[src/rtl/cfg_slv.sv]
// cfg_slv: serial configuration slave, far end of the 2-wire config link.
//
// Receives 3-byte command frames (8N1, LSB first, MS byte first) on RX_C and
// presents them as a 24-bit command with a ready flag. On request it sends a
// 16-bit response (high byte first) on TX_C. RX and TX are independent.
//
// Ports:
//   clk          system clock, rising edge
//   rst          asynchronous reset, active high
//   RX_C         serial command line in (idle high)
//   TX_C         serial response line out (idle high)
//   cmd          last complete command frame, first byte in [23:16]
//   cmd_rdy      new command available
//   clr_cmd_rdy  consumer acknowledge, clears cmd_rdy
//   resp         response word, captured when snd_resp is accepted
//   snd_resp     request to transmit resp (accepted only when idle)
//   tx_busy      response transmission in progress
//   resp_sent    one-cycle pulse when the response is fully sent
//   frm_err      one-cycle pulse on a bad stop bit
//
// RX states:
//   RX_IDLE   | waiting for a falling edge on the synchronised line
//   RX_START  | half-bit wait, then confirm the start bit is still low
//   RX_DATA   | sample 8 data bits, one per bit period
//   RX_STOP   | sample the stop bit; high = byte valid, low = framing error
//
// TX states:
//   TX_IDLE   | line high, waiting for snd_resp
//   TX_START1 | start bit of the high byte
//   TX_D1     | data bits of the high byte
//   TX_STOP1  | stop bit of the high byte
//   TX_START2 | start bit of the low byte
//   TX_D2     | data bits of the low byte
//   TX_STOP2  | stop bit of the low byte
module cfg_slv #(
    parameter int BAUD_DIV = 2604,
    parameter int GAP_BITS = 32
) (
    input  logic        clk,
    input  logic        rst,
    input  logic        RX_C,
    output logic        TX_C,
    output logic [23:0] cmd,
    output logic        cmd_rdy,
    input  logic        clr_cmd_rdy,
    input  logic [15:0] resp,
    input  logic        snd_resp,
    output logic        tx_busy,
    output logic        resp_sent,
    output logic        frm_err
);

    localparam int CW     = $clog2(BAUD_DIV);
    localparam int GAP_TC = GAP_BITS * BAUD_DIV;
    localparam int GW     = $clog2(GAP_TC);

    localparam logic [CW-1:0] BIT_LD  = CW'(BAUD_DIV - 1);
    localparam logic [CW-1:0] HALF_LD = CW'(BAUD_DIV / 2 - 1);
    localparam logic [GW-1:0] GAP_LD  = GW'(GAP_TC - 1);

    typedef enum logic [1:0] {RX_IDLE, RX_START, RX_DATA, RX_STOP} rx_state_t;
    typedef enum logic [2:0] {TX_IDLE, TX_START1, TX_D1, TX_STOP1,
                              TX_START2, TX_D2, TX_STOP2} tx_state_t;

    logic            rx_s1_q, rx_s2_q, rx_prev_q;
    rx_state_t       rx_state_q, rx_state_d;
    logic [CW-1:0]   rx_cnt_q, rx_cnt_d;
    logic [2:0]      rx_bit_q, rx_bit_d;
    logic [7:0]      rx_sh_q, rx_sh_d;
    logic [1:0]      idx_q, idx_d;
    logic [23:0]     stage_q, stage_d;
    logic [23:0]     cmd_q, cmd_d;
    logic            cmd_rdy_q, cmd_rdy_d;
    logic            frm_err_q, frm_err_d;
    logic [GW-1:0]   gap_q, gap_d;
    logic            byte_vld;
    logic            rx_fall;

    tx_state_t       tx_state_q, tx_state_d;
    logic [CW-1:0]   tx_cnt_q, tx_cnt_d;
    logic [2:0]      tx_bit_q, tx_bit_d;
    logic [7:0]      tx_sh_q, tx_sh_d;
    logic [7:0]      tx_lo_q, tx_lo_d;
    logic            tx_line_q, tx_line_d;
    logic            tx_busy_q, tx_busy_d;
    logic            resp_sent_q, resp_sent_d;

    assign rx_fall = rx_prev_q & ~rx_s2_q;

    // RX bit-level receiver
    always_comb begin
        rx_state_d = rx_state_q;
        rx_cnt_d   = rx_cnt_q;
        rx_bit_d   = rx_bit_q;
        rx_sh_d    = rx_sh_q;
        byte_vld   = 1'b0;
        frm_err_d  = 1'b0;
        case (rx_state_q)
            RX_IDLE: begin
                if (rx_fall) begin
                    rx_state_d = RX_START;
                    rx_cnt_d   = HALF_LD;
                end
            end
            RX_START: begin
                if (rx_cnt_q == '0) begin
                    if (!rx_s2_q) begin
                        rx_state_d = RX_DATA;
                        rx_cnt_d   = BIT_LD;
                        rx_bit_d   = 3'd0;
                    end else begin
                        rx_state_d = RX_IDLE;
                    end
                end else begin
                    rx_cnt_d = rx_cnt_q - CW'(1);
                end
            end
            RX_DATA: begin
                if (rx_cnt_q == '0) begin
                    rx_sh_d  = {rx_s2_q, rx_sh_q[7:1]};
                    rx_cnt_d = BIT_LD;
                    if (rx_bit_q == 3'd7) rx_state_d = RX_STOP;
                    else                  rx_bit_d   = rx_bit_q + 3'd1;
                end else begin
                    rx_cnt_d = rx_cnt_q - CW'(1);
                end
            end
            RX_STOP: begin
                if (rx_cnt_q == '0) begin
                    rx_state_d = RX_IDLE;
                    if (rx_s2_q) byte_vld  = 1'b1;
                    else         frm_err_d = 1'b1;
                end else begin
                    rx_cnt_d = rx_cnt_q - CW'(1);
                end
            end
            default: rx_state_d = RX_IDLE;
        endcase
    end

    // Frame assembler and inter-byte gap timer
    always_comb begin
        idx_d     = idx_q;
        stage_d   = stage_q;
        cmd_d     = cmd_q;
        cmd_rdy_d = cmd_rdy_q;
        gap_d     = gap_q;
        if (clr_cmd_rdy) cmd_rdy_d = 1'b0;
        if (byte_vld) begin
            case (idx_q)
                2'd0: begin
                    stage_d[23:16] = rx_sh_q;
                    idx_d          = 2'd1;
                end
                2'd1: begin
                    stage_d[15:8] = rx_sh_q;
                    idx_d         = 2'd2;
                end
                default: begin
                    // Completion overrides a same-cycle clear
                    stage_d[7:0] = rx_sh_q;
                    cmd_d        = {stage_q[23:8], rx_sh_q};
                    cmd_rdy_d    = 1'b1;
                    idx_d        = 2'd0;
                end
            endcase
        end
        if (frm_err_d) idx_d = 2'd0;
        // Timer only advances while a partial frame waits in RX_IDLE; it
        // holds during reception because leaving IDLE always reloads it.
        if (idx_q == 2'd0 || (rx_state_q == RX_IDLE && rx_fall)) begin
            gap_d = GAP_LD;
        end else if (rx_state_q == RX_IDLE) begin
            if (gap_q == '0) begin
                idx_d   = 2'd0;
                stage_d = '0;
                gap_d   = GAP_LD;
            end else begin
                gap_d = gap_q - GW'(1);
            end
        end
    end

    // TX serialiser; each bit held for BAUD_DIV cycles by the down-counter
    always_comb begin
        tx_state_d  = tx_state_q;
        tx_cnt_d    = tx_cnt_q;
        tx_bit_d    = tx_bit_q;
        tx_sh_d     = tx_sh_q;
        tx_lo_d     = tx_lo_q;
        tx_line_d   = tx_line_q;
        tx_busy_d   = tx_busy_q;
        resp_sent_d = 1'b0;
        if (tx_state_q == TX_IDLE) begin
            if (snd_resp) begin
                tx_state_d = TX_START1;
                tx_sh_d    = resp[15:8];
                tx_lo_d    = resp[7:0];
                tx_line_d  = 1'b0;
                tx_busy_d  = 1'b1;
                tx_cnt_d   = BIT_LD;
            end
        end else if (tx_cnt_q != '0) begin
            tx_cnt_d = tx_cnt_q - CW'(1);
        end else begin
            tx_cnt_d = BIT_LD;
            case (tx_state_q)
                TX_START1, TX_START2: begin
                    tx_state_d = (tx_state_q == TX_START1) ? TX_D1 : TX_D2;
                    tx_line_d  = tx_sh_q[0];
                    tx_sh_d    = {1'b0, tx_sh_q[7:1]};
                    tx_bit_d   = 3'd0;
                end
                TX_D1, TX_D2: begin
                    if (tx_bit_q == 3'd7) begin
                        tx_state_d = (tx_state_q == TX_D1) ? TX_STOP1 : TX_STOP2;
                        tx_line_d  = 1'b1;
                    end else begin
                        tx_line_d = tx_sh_q[0];
                        tx_sh_d   = {1'b0, tx_sh_q[7:1]};
                        tx_bit_d  = tx_bit_q + 3'd1;
                    end
                end
                TX_STOP1: begin
                    tx_state_d = TX_START2;
                    tx_line_d  = 1'b0;
                    tx_sh_d    = tx_lo_q;
                end
                TX_STOP2: begin
                    tx_state_d  = TX_IDLE;
                    tx_line_d   = 1'b1;
                    tx_busy_d   = 1'b0;
                    resp_sent_d = 1'b1;
                end
                default: begin
                    tx_state_d = TX_IDLE;
                    tx_line_d  = 1'b1;
                    tx_busy_d  = 1'b0;
                end
            endcase
        end
    end

    always_ff @(posedge clk or posedge rst) begin
        if (rst) begin
            rx_s1_q     <= 1'b1;
            rx_s2_q     <= 1'b1;
            rx_prev_q   <= 1'b1;
            rx_state_q  <= RX_IDLE;
            rx_cnt_q    <= '0;
            rx_bit_q    <= '0;
            rx_sh_q     <= '0;
            idx_q       <= '0;
            stage_q     <= '0;
            cmd_q       <= '0;
            cmd_rdy_q   <= 1'b0;
            frm_err_q   <= 1'b0;
            gap_q       <= GAP_LD;
            tx_state_q  <= TX_IDLE;
            tx_cnt_q    <= '0;
            tx_bit_q    <= '0;
            tx_sh_q     <= '0;
            tx_lo_q     <= '0;
            tx_line_q   <= 1'b1;
            tx_busy_q   <= 1'b0;
            resp_sent_q <= 1'b0;
        end else begin
            rx_s1_q     <= RX_C;
            rx_s2_q     <= rx_s1_q;
            rx_prev_q   <= rx_s2_q;
            rx_state_q  <= rx_state_d;
            rx_cnt_q    <= rx_cnt_d;
            rx_bit_q    <= rx_bit_d;
            rx_sh_q     <= rx_sh_d;
            idx_q       <= idx_d;
            stage_q     <= stage_d;
            cmd_q       <= cmd_d;
            cmd_rdy_q   <= cmd_rdy_d;
            frm_err_q   <= frm_err_d;
            gap_q       <= gap_d;
            tx_state_q  <= tx_state_d;
            tx_cnt_q    <= tx_cnt_d;
            tx_bit_q    <= tx_bit_d;
            tx_sh_q     <= tx_sh_d;
            tx_lo_q     <= tx_lo_d;
            tx_line_q   <= tx_line_d;
            tx_busy_q   <= tx_busy_d;
            resp_sent_q <= resp_sent_d;
        end
    end

    assign TX_C      = tx_line_q;
    assign cmd       = cmd_q;
    assign cmd_rdy   = cmd_rdy_q;
    assign tx_busy   = tx_busy_q;
    assign resp_sent = resp_sent_q;
    assign frm_err   = frm_err_q;

endmodule

[config.mk]
export PLATFORM = sky130hd
export DESIGN_NAME = cfg_slv
export DESIGN_NICKNAME = d
export VERILOG_FILES = /design/src/rtl/cfg_slv.sv
export SDC_FILE = /design/constraint.sdc
export NUM_CORES = 1
export LEC_CHECK = 0
export CORE_MARGIN = 2
export CORE_UTILIZATION = 57
export DETAILED_ROUTE_END_ITERATION = 8
export MAX_ROUTING_LAYER = met4
export PLACE_DENSITY = 0.88
export SKIP_LAST_GASP = 1
export SYNTH_ARGS = -nofsm -noshare
export SYNTH_HDL_FRONTEND = slang
export SYNTH_SLANG_ARGS = --single-unit
export TNS_END_PERCENT = 5
[constraint.sdc]
create_clock -name clk -period 5.05 [get_ports clk]
set_input_delay 0.505 -clock clk [delete_from_list [all_inputs] [get_ports clk]]
set_output_delay 0.505 -clock clk [all_outputs]
set_load 0.02 [all_outputs]
# After elaboration in Yosys (flattened, before gate mapping)
# Index checks and enable logic that the tools add are counted.
# W data, S select, Z words.
[word_totals]
wordCells = 157
output_inout_bits = 29
input_bits = 21
regBits = 134
[op_classes]
mux = 72
n_bitwise = 5
reduce_logical = 27
n_eq_ne = 27
addsub = 5
[ops]
columns = ["op", "n"]
rows = [
  ["$mux W12", 8],
  ["$mux W24", 4],
  ["$mux W8", 7],
  ["$mux W17", 3],
  ["$pmux W12 S4", 1],
  ["$mux W3", 11],
  ["$pmux W8 S3", 1],
  ["$sub A12 B1 Y12 const B", 2],
  ["$mux W2", 11],
  ["$ne A2 B2 Y1 const B", 11],
  ["$mux W1", 20],
  ["$logic_not A17 Y1", 1],
  ["$sub A17 B1 Y17 const B", 1],
  ["$eq A3 B3 Y1 const B", 5],
  ["$logic_not A12 Y1", 1],
  ["$pmux W3 S2", 2],
  ["$reduce_bool A12 Y1", 1],
  ["$reduce_and A5 Y1", 2],
  ["$ne A3 B3 Y1 const B", 3],
  ["$pmux W3 S3", 1],
  ["$reduce_and A3 Y1", 3],
  ["$pmux W2 S4", 1],
  ["$reduce_and A2 Y1", 4],
  ["$reduce_and A4 Y1", 2],
  ["other kinds (18)", 30],
]

# Logic depth before layout (Yosys ltp)
# Gate-level depths: netlist of the first run.
[depth]
depth_word = 8
mapped_depth = 8
mapped_depth_nobuf = 7

# Worst setup path before layout of the first run
# Ideal clock, no wire load.
[synth_timing]
kind = "flip-flop to flip-flop"
startpoint = "register rx_cnt_q[0]"
endpoint = "register stage_q[10]"
n_path_buf = 0
path_stages_with_launch = 8
setup_slack_ns = 2.674
required_time_ns = 4.918
arrival_ns = 2.245
setup_ns = 0.132
period_less_slack_ns = 2.376
cell_sequence = "dfrtp_1 inv_1 ha_1 or3b_2 or3_4 nor3_4 mux2i_1 nor2_1"
[synth_between]
elab_chain_cells = 7
[synth_lines]
columns = ["item", "line", "source"]
rows = [
  ["start: declaration", "67", "logic [CW-1:0] rx_cnt_q, rx_cnt_d;"],
  ["start signal: assignment", "272", "rx_cnt_q <= rx_cnt_d;"],
  ["$logic_not A12 Y1 (*)", "129", "if (rx_cnt_q == '0) begin"],
  ["$mux W1 (*)", "129", ""],
  ["$mux W1 (*)", "98", "case (rx_state_q)"],
  ["$mux W24 (*)", "149", "if (byte_vld) begin"],
  ["$mux W24", "174", "if (gap_q == '0) begin"],
  ["$mux W24", "173", "end else if (rx_state_q == RX_IDLE) begin"],
  ["$mux W24 (*)", "171", "if (idx_q == 2'd0 || (rx_state_q == RX_IDLE && rx_fall)) begin"],
  ["via stage_d[10]", "71", "logic [23:0] stage_q, stage_d;"],
  ["end signal: assignment", "276", "stage_q <= stage_d;"],
  ["end: declaration", "71", ""],
]
# The timed path passes the listed nets; every way through them passes the cells marked *.
# A chain may end at the register's enable or synchronous reset.

# Worst setup path after layout of the first run
[layout_timing]
startpoint = "register tx_state_q[1]"
endpoint = "register tx_sh_q[0]"
[layout_between]
elab_chain_cells = 5
elab_cells_between_ends = 16
classes_between = "eq/ne: 8; mux: 3; reduce/logical: 5"
[layout_lines]
columns = ["item", "line", "source"]
rows = [
  ["start: declaration", "79", "tx_state_t tx_state_q, tx_state_d;"],
  ["start signal: assignment", "281", "tx_state_q <= tx_state_d;"],
  ["$eq A3 B2 Y1, or another cell as far along", "207", "case (tx_state_q)"],
  ["$reduce_or A2 Y1", "207", ""],
  ["$pmux W8 S3", "207", ""],
  ["$mux W8", "203", "end else if (tx_cnt_q != '0) begin"],
  ["$mux W8", "194", "if (tx_state_q == TX_IDLE) begin"],
  ["end signal: assignment", "284", "tx_sh_q <= tx_sh_d;"],
  ["end: declaration", "82", "logic [7:0] tx_sh_q, tx_sh_d;"],
]
# Parallel ways exist; a longest one is shown, timed or not. The select of a mux whose other input is x is not followed.

==> results.rst, run 1 <==
.. list-table::
   :header-rows: 1

   * - Metric
     - Value
   * - Routing usage on met1
     - 0.3045
   * - Leading post-synthesis cells by cell area
     - dfrtp_1, mux2_2, dfstp_2
   * - Worst max-slew margin expressed relative to the limit
     - 0.2615
   * - ANT nets after route
     - 0
   * - Skew-Pair Late Insertion Delay
     - roughly 0.52 ns
   * - Net switching power of the design
     - about 1.2 mW
   * - Switching part of the total power
     - 0.3446
   * - Static leakage
     - between 3 and 4 nW
   * - Synthesized Nets
     - between 600 and 700
   * - Area of the placeable core
     - 10700 um^2
   * - Largest fanout on the critical path
     - 39
   * - Total global routing track utilization
     - 0.2504
   * - Slew at the pin closest to its max-slew limit
     - about 1.1 ns
   * - Die Span Y
     - 108.2 um
   * - Via count of the first global-routing pass
     - around 4700
   * - Number of buffers inserted by port buffering
     - about 50
   * - Relative contribution of sequential cells to total power
     - 0.398
   * - Relative area change from synthesis to final layout
     - 18.33%
   * - Clock tree from TritonCTS
     - yes
   * - Total setup violations reported at the end of the flow
     - 0
   * - Detailed Place HPWL
     - 9157 um
   * - Portion of synthesized cell area occupied by the leading cell type
     - 0.4490
   * - Syn. warnings
     - 0
   * - Number of top-level pins
     - 50
   * - Initial DRC count
     - roughly 410
   * - Critical path arrival
     - 3.72 ns
   * - Internal
     - approximately 2.2 mW
   * - Power density normalized to cell area
     - roughly 460 nW/um^2
   * - Synthesized area
     - between 6000 and 7000 um^2
   * - Most crowded layer after global routing
     - met2
   * - Non-Filler Instances
     - about 800
   * - Share of total power in the clock network
     - 0.338
   * - Post-detailed-route via-to-cell ratio
     - about 6
   * - Dominant synthesized flop cell
     - dfrtp_1
   * - Final-report hold violation count
     - 0
   * - EDFF count, synth
     - 0
   * - Most common library cell in the layout ignoring fill and taps
     - dfrtp_1
   * - Detailed Routing Iterations Pass 1
     - 5
   * - Hold/Removal Path Class
     - flop to flop
   * - Final worst path period need
     - around 3.3 ns
   * - Post-Synthesis Cells
     - 599
   * - Commonest cells after routing, fill and taps aside
     - dfrtp_1, nand2_1, nor2_1
   * - Post-Route WL
     - 13480 um
   * - RSZ-0062 raised after global routing
     - false
   * - FFs w/ async S/R, synth
     - 1.000
   * - Antenna violations before repair
     - 0
   * - Diode count
     - 0
   * - Post-cts resize count
     - 0
   * - Final sum of negative setup slack
     - 0 ns
   * - Worst setup path category
     - flop to flop
   * - Maximum number of pins on one net before global-route repair
     - 85
   * - IR Drop Worst-Case VDD
     - about 0.24 mV
   * - Overflow after GRT
     - 0
   * - Kind of launch point of the worst setup path
     - flop
   * - Post-route DRC violation count
     - 0
   * - Num CTS Buffers
     - 17
   * - Detail-routed net length per standard cell
     - 16.92 um
   * - Met3 Usage GRT
     - 0.04521
   * - Vias
     - between 4000 and 5000
   * - Synthesized area divided by synthesized cell count
     - 10.33 um^2
   * - Last weighted congestion value of the routability-driven placer
     - a little under 0.9
   * - CP Capture Type
     - flop
   * - Proportion of power drawn by combinational gates
     - 0.264
   * - CTS clock-pin slew for the worst setup and hold paths
     - around 0.060 ns
   * - Die area
     - roughly 12000 um^2
   * - Run status
     - finished, final reports clean
   * - Clock root buffer master
     - clkbuf_8
   * - Cell type with the largest total area after synthesis
     - dfrtp_1
   * - Number of clock sinks
     - roughly 130
   * - Fraction of final layout cells sized beyond drive strength 1
     - 0.1720
   * - Max Transition Viols Final
     - 0
   * - F_max
     - 301.0 MHz
   * - Placement Rows
     - 38
   * - Worst clock skew
     - 0.01045 ns
   * - Global-route track usage on met2
     - 0.4164
   * - Proportion of synthesized chip area in sequential cells
     - 0.5127
   * - Wire length of the first global-routing pass
     - ~22000 um
   * - Deepest level of the CTS H-tree
     - 4
   * - Req. time, crit path
     - ~5.5 ns
   * - # Post-CTS Setup Buffers
     - 0
   * - Die W
     - ~110 um
   * - Number of placed instances, taps included
     - ~770
   * - Final period util
     - 0.6580
   * - Hold bufs inserted after CTS
     - 0
   * - Effective utilization at floorplan
     - 0.5782
   * - Count of distinct cell types in the synthesized netlist
     - 64
   * - Final net count
     - a little under 700
   * - Number of buffers between clock root and the deepest sink
     - 2
   * - Synthesis-stage register bit count
     - 126
   * - Max Cap Viol
     - 0
==> stage by stage <==
| stage | total power [mW] | utilization | hold slack (ns) | instance area (um^2) | worst slack (ns) |
|---|---|---|---|---|---|
| 6_report | 3.397 | 0.6842 | 0.3637 | 7320 | 1.727 |
| 5_1_grt | 3.563 | 0.6842 | 0.3703 | 7320 | 1.475 |
| 2_1_floorplan | 2.031 | - | 0.3452 | 6186 | 1.214 |
| 4_1_cts | 3.390 | 0.6842 | 0.3683 | 7320 | 1.777 |
| 3_3_place_gp | 2.165 | 0.6312 | 0.3460 | 6753 | 2.041 |
| 3_5_place_dp | 2.225 | 0.6312 | 0.3528 | 6753 | 1.830 |
==> kinds of logic (layout without fill, tap and decap cells) <==
group	count (synthesis)	count (layout)	synth area share
fa+ha+maj	14	14	0.02832
compound gates	126	126	0.1311
flops	126	126	0.5127
mux	57	57	0.1021
simple gates	220	220	0.1774
xor+xnor	14	14	0.01982
buf+inv	42	100	0.02852
==> worst max-delay path, stage by stage (launching register included) <==
cell	delay, ns
dfrtp_1	0.76
nor3_1	0.83
and2_1	0.53
a21oi_2	0.19
a221oi_4	0.49
mux2_2	0.40
==> layout make-up <==
cell class	count	area, um^2
fill	744	3378
sequential	126	3172
multi-input combinational	431	2838
timing repair buffer	50	498.0
clock buffer	22	462.9
tap	140	175.2
clock inverter	10	103.9
inverter	18	70.07
==> power groups by stage <==
stage	clock (mW)	combinational (mW)	sequential [mW]
2_1_floorplan	0	0.754	1.28
3_3_place_gp	0	0.824	1.34
4_1_cts	1.16	0.885	1.34
5_1_grt	1.21	0.983	1.37
3_5_place_dp	0	0.870	1.36
6_report	1.15	0.897	1.35
==> layer usage <==
metal / wire length [um] / vias to the layer above
met5: 0 / -
met4: 258 / 0
met3: 651 / 32
met2: 6958 / 175
met1: 5613 / 2369
li1: - / 2241
==> flip-flops by register name (all words and copies together), names as in the netlist, named ones only <==
signal	count
idx_q	2
rx_s1_q	1
tx_lo_q	8
rx_s2_q	1
rx_state_q	1
gap_q	17
tx_state_q	3
cmd_rdy	1
rx_prev_q	1
tx_bit_q	3
resp_sent	1
frm_err	1
tx_sh_q	8
rx_sh_q	8
tx_cnt_q	12
rx_bit_q	3
stage_q	16
cmd	24
rx_cnt_q	12
tx_busy	1
TX_C	1
==> final timing paths <==
path	start	to	slack (ns)	depth (start not counted)
min in group asynchronous	rst	resp_sent	0.57	2
worst max register to register	tx_state_q[1]	tx_sh_q[0]	1.73	5
worst min-delay path	rx_s1_q	rx_s2_q	0.36	0
worst max-delay path	tx_state_q[1]	tx_sh_q[0]	1.73	5
worst min register to register	rx_s1_q	rx_s2_q	0.36	0
max in group asynchronous	rst	cmd[9]	3.34	3
==> synthesized netlist by cell type (all sizes together), types with 4 or more instances <==
master	number
dfrtp	111
nand2	72
nor2	61
mux2	49
a21oi	36
o21ai	36
clkbuf	18
nor3	18
inv	17
dfstp	15
ha	14
nand3	11
nor4	11
or4	10
o22ai	9
xnor2	9
mux2i	8
or3	8
a31oi	6
buf	6
o22a	6
nand4	5
o31ai	5
xor2	5
a21o	4
and3	4
nand2b	4
Power figures use the tool's default switching activity.
==> inputs of run 2 (changes only) <==
- clock period: 5.05 -> 3.3 ns (I/O delays scaled with it)
==> run 2 against run 1 <==
Clock skew down 0.0029 ns. Via count increased by 0.81%. Global-route usage rose by 1.1 points. Final cell count up 1.0%. Register-to-register slack got worse by 1.1 ns.
==> results.rst, run 2 (synthesized netlist as in run 1, its figures left out) <==
.. list-table::
   :header-rows: 1

   * - Metric
     - Value
   * - Setup WS pre-CTS
     - 0.6993 ns (-1.131 ns)
   * - CTS clock-pin slew for the worst setup and hold paths
     - 0.06 ns (about the same)
   * - Worst setup path category
     - flop to flop
   * - Max Transition Viols Final
     - 0 (unchanged)
   * - Fraction of final layout cells sized beyond drive strength 1
     - 0.1835 (+0.01146)
   * - # Post-CTS Setup Buffers
     - 0 (unchanged)
   * - Final-report hold violation count
     - 0 (unchanged)
   * - Vias
     - 4856 (+0.81%)
   * - Post-route DRC violation count
     - 0 (unchanged)
   * - Proportion of power drawn by combinational gates
     - 0.270 (+0.006)
   * - Net switching power of the design
     - 1.840 mW (+57%)
   * - Total global routing track utilization
     - 0.2618 (+0.01134)
   * - Area of the placeable core
     - 10700 um^2 (unchanged)
   * - Detailed Place HPWL
     - 8803 um (-3.9%)
   * - Post-Route WL
     - 13960 um (+3.6%)
   * - Worst path buffer plus inverter count
     - 1 (+1)
   * - Static leakage
     - 3.189 nW (+1.6%)
   * - Maximum number of pins on one net before global-route repair
     - 127 (+49%)
   * - F_max
     - 376.1 MHz (+25%)
   * - Clock tree from TritonCTS
     - yes
   * - Non-Filler Instances
     - 805 (+1.0%)
   * - Detailed Routing Iterations Pass 1
     - 7 (+2)
   * - Die Span Y
     - 108.2 um (unchanged)
   * - Effective utilization at floorplan
     - 0.5782 (unchanged)
   * - Relative area change from synthesis to final layout
     - 19.64%
   * - Hold bufs inserted after CTS
     - 0 (unchanged)
   * - Post-detailed-route via-to-cell ratio
     - 6.032 (-0.19%)
   * - Run status
     - finished, final reports clean
   * - Most common library cell in the layout ignoring fill and taps
     - dfrtp_1
   * - Final net count
     - 687 (+1.2%)
   * - IR Drop Worst-Case VDD
     - 0.3636 mV (+51%)
   * - Number of clock sinks
     - 126 (unchanged)
   * - Diode count
     - 0 (unchanged)
   * - Largest fanout on the critical path
     - 12 (-69%)
   * - CP Capture Type
     - flop
   * - Number of placed instances, taps included
     - 773 (+1.0%)
   * - Clock root buffer master
     - clkbuf_8
   * - Commonest cells after routing, fill and taps aside
     - dfrtp_1, nand2_1, nor2_1
   * - Final worst path period need
     - 2.659 ns (-0.6637 ns)
   * - Worst max-slew margin expressed relative to the limit
     - 0.3037 (+0.04221)
   * - Number of buffers between clock root and the deepest sink
     - 2 (unchanged)
   * - Switching part of the total power
     - 0.3476 (+0.002984)
   * - Hold/Removal Path Class
     - input port to flop
   * - Overflow after GRT
     - 0 (unchanged)
   * - Power density normalized to cell area
     - 715.1 nW/um^2 (+54%)
   * - Internal
     - 3.453 mW (+55%)
   * - CP max-delay cell
     - or4_1
   * - Kind of launch point of the worst setup path
     - flop
   * - Number of buffers inserted by port buffering
     - 49 (unchanged)
   * - Slew at the pin closest to its max-slew limit
     - 1.035 ns (-0.06686 ns)
   * - Post-cts resize count
     - 0 (unchanged)
   * - Die W
     - 108.2 um (unchanged)
   * - Final sum of negative setup slack
     - 0 ns (unchanged)
   * - Max Cap Viol
     - 0 (unchanged)
   * - Die area
     - 11700 um^2 (unchanged)
   * - Worst clock skew
     - 0.007553 ns (-0.002901 ns)
   * - Placement Rows
     - 38 (unchanged)
   * - Crit path max-delay family
     - simple AND/OR/NAND/NOR gates
   * - Num CTS Buffers
     - 17 (unchanged)
   * - Share of total power in the clock network
     - 0.347 (+0.009)
   * - Count of fill cells added during filler insertion
     - 728 (-2.2%)
   * - Max reg flops
     - 24 (unchanged)
   * - Total setup violations reported at the end of the flow
     - 0 (unchanged)
   * - Detail-routed net length per standard cell
     - 17.35 um (+2.5%)
   * - Antenna violations before repair
     - 0 (unchanged)
   * - Initial DRC count
     - 406 (unchanged)
   * - ANT nets after route
     - 0 (unchanged)
   * - Last weighted congestion value of the routability-driven placer
     - 0.8571 (-3.9%)
   * - Final critical-path setup slack
     - 0.6410 ns (-1.086 ns)
   * - Ordered cell list for the critical path
     - or4_1 > nor4_2 > buf_4 > a21oi_2 > a221oi_4 > mux2_2
   * - Max incr delay on CP
     - 0.61 ns (-0.22 ns)
   * - Skew-Pair Late Insertion Delay
     - 0.53 ns (about the same)
   * - Deepest level of the CTS H-tree
     - 4 (unchanged)
   * - Critical path arrival
     - 3.07 ns (-0.65 ns)
   * - Relative contribution of sequential cells to total power
     - 0.383 (-0.015)
   * - Req. time, crit path
     - 3.71 ns (-1.74 ns)
   * - RSZ-0062 raised after global routing
     - false
   * - Wire length of the first global-routing pass
     - 23210 um (+3.9%)
   * - Number of top-level pins
     - 50 (unchanged)
   * - Via count of the first global-routing pass
     - 4795 (+2.0%)
   * - Final period util
     - 0.8058 (+0.1478)
## run 2: path summary, 6_finish.rpt
| kind | start | to | slack, ns | cells after the start |
|---|---|---|---|---|
| worst min-delay path | RX_C | rx_s1_q | 0.20 | 1 |
| worst max-delay path | tx_cnt_q[6] | tx_sh_q[5] | 0.64 | 6 |
| worst min register to register | rx_s1_q | rx_s2_q | 0.36 | 0 |
| max in group asynchronous | rst | tx_sh_q[6] | 2.49 | 3 |
| min in group asynchronous | rst | tx_lo_q[5] | 0.33 | 3 |
| worst max register to register | tx_cnt_q[6] | tx_sh_q[5] | 0.64 | 6 |
## run 2: layer usage
metal	track usage	up-vias	part of all wire
li1	-	2256	-
met1	0.3149	2394	0.41
met2	0.4340	173	0.51
met3	0.05425	33	0.051
met4	0.1035	0	0.023
met5	-	-	0
## run 2: final cells by class
class / instances / area (um^2) / area share
inverter: 18 / 71.32 / 0.009637
clock inverter: 14 / 156.4 / 0.02113
timing repair buffer: 58 / 570.5 / 0.07709
clock buffer: 18 / 417.9 / 0.05647
multi-input combinational: 431 / 2838 / 0.3834
tap: 140 / 175.2 / 0.02367
sequential: 126 / 3172 / 0.4286
## run 2: power by group through the flow
stage | Clock (mW) | Sequential, mW | Combinational [mW]
floorplan | 0 | 1.95 | 1.15
global placement | 0 | 2.01 | 1.34
detailed placement | 0 | 2.03 | 1.39
CTS | 1.84 | 2.02 | 1.42
global route | 1.91 | 2.06 | 1.59
finish | 1.84 | 2.03 | 1.43
## run 2: metrics by stage
step                cell area, um^2  hold slack, ns  total power, mW    util
floorplan                      6190          0.3345            3.109       -
global placement               6827          0.3463            3.349  0.6381
detailed placement             6827          0.3484            3.426  0.6381
CTS                            7401          0.1904            5.280  0.6918
global route                   7401          0.2066            5.560  0.6918
finish                         7401          0.2006            5.292  0.6918
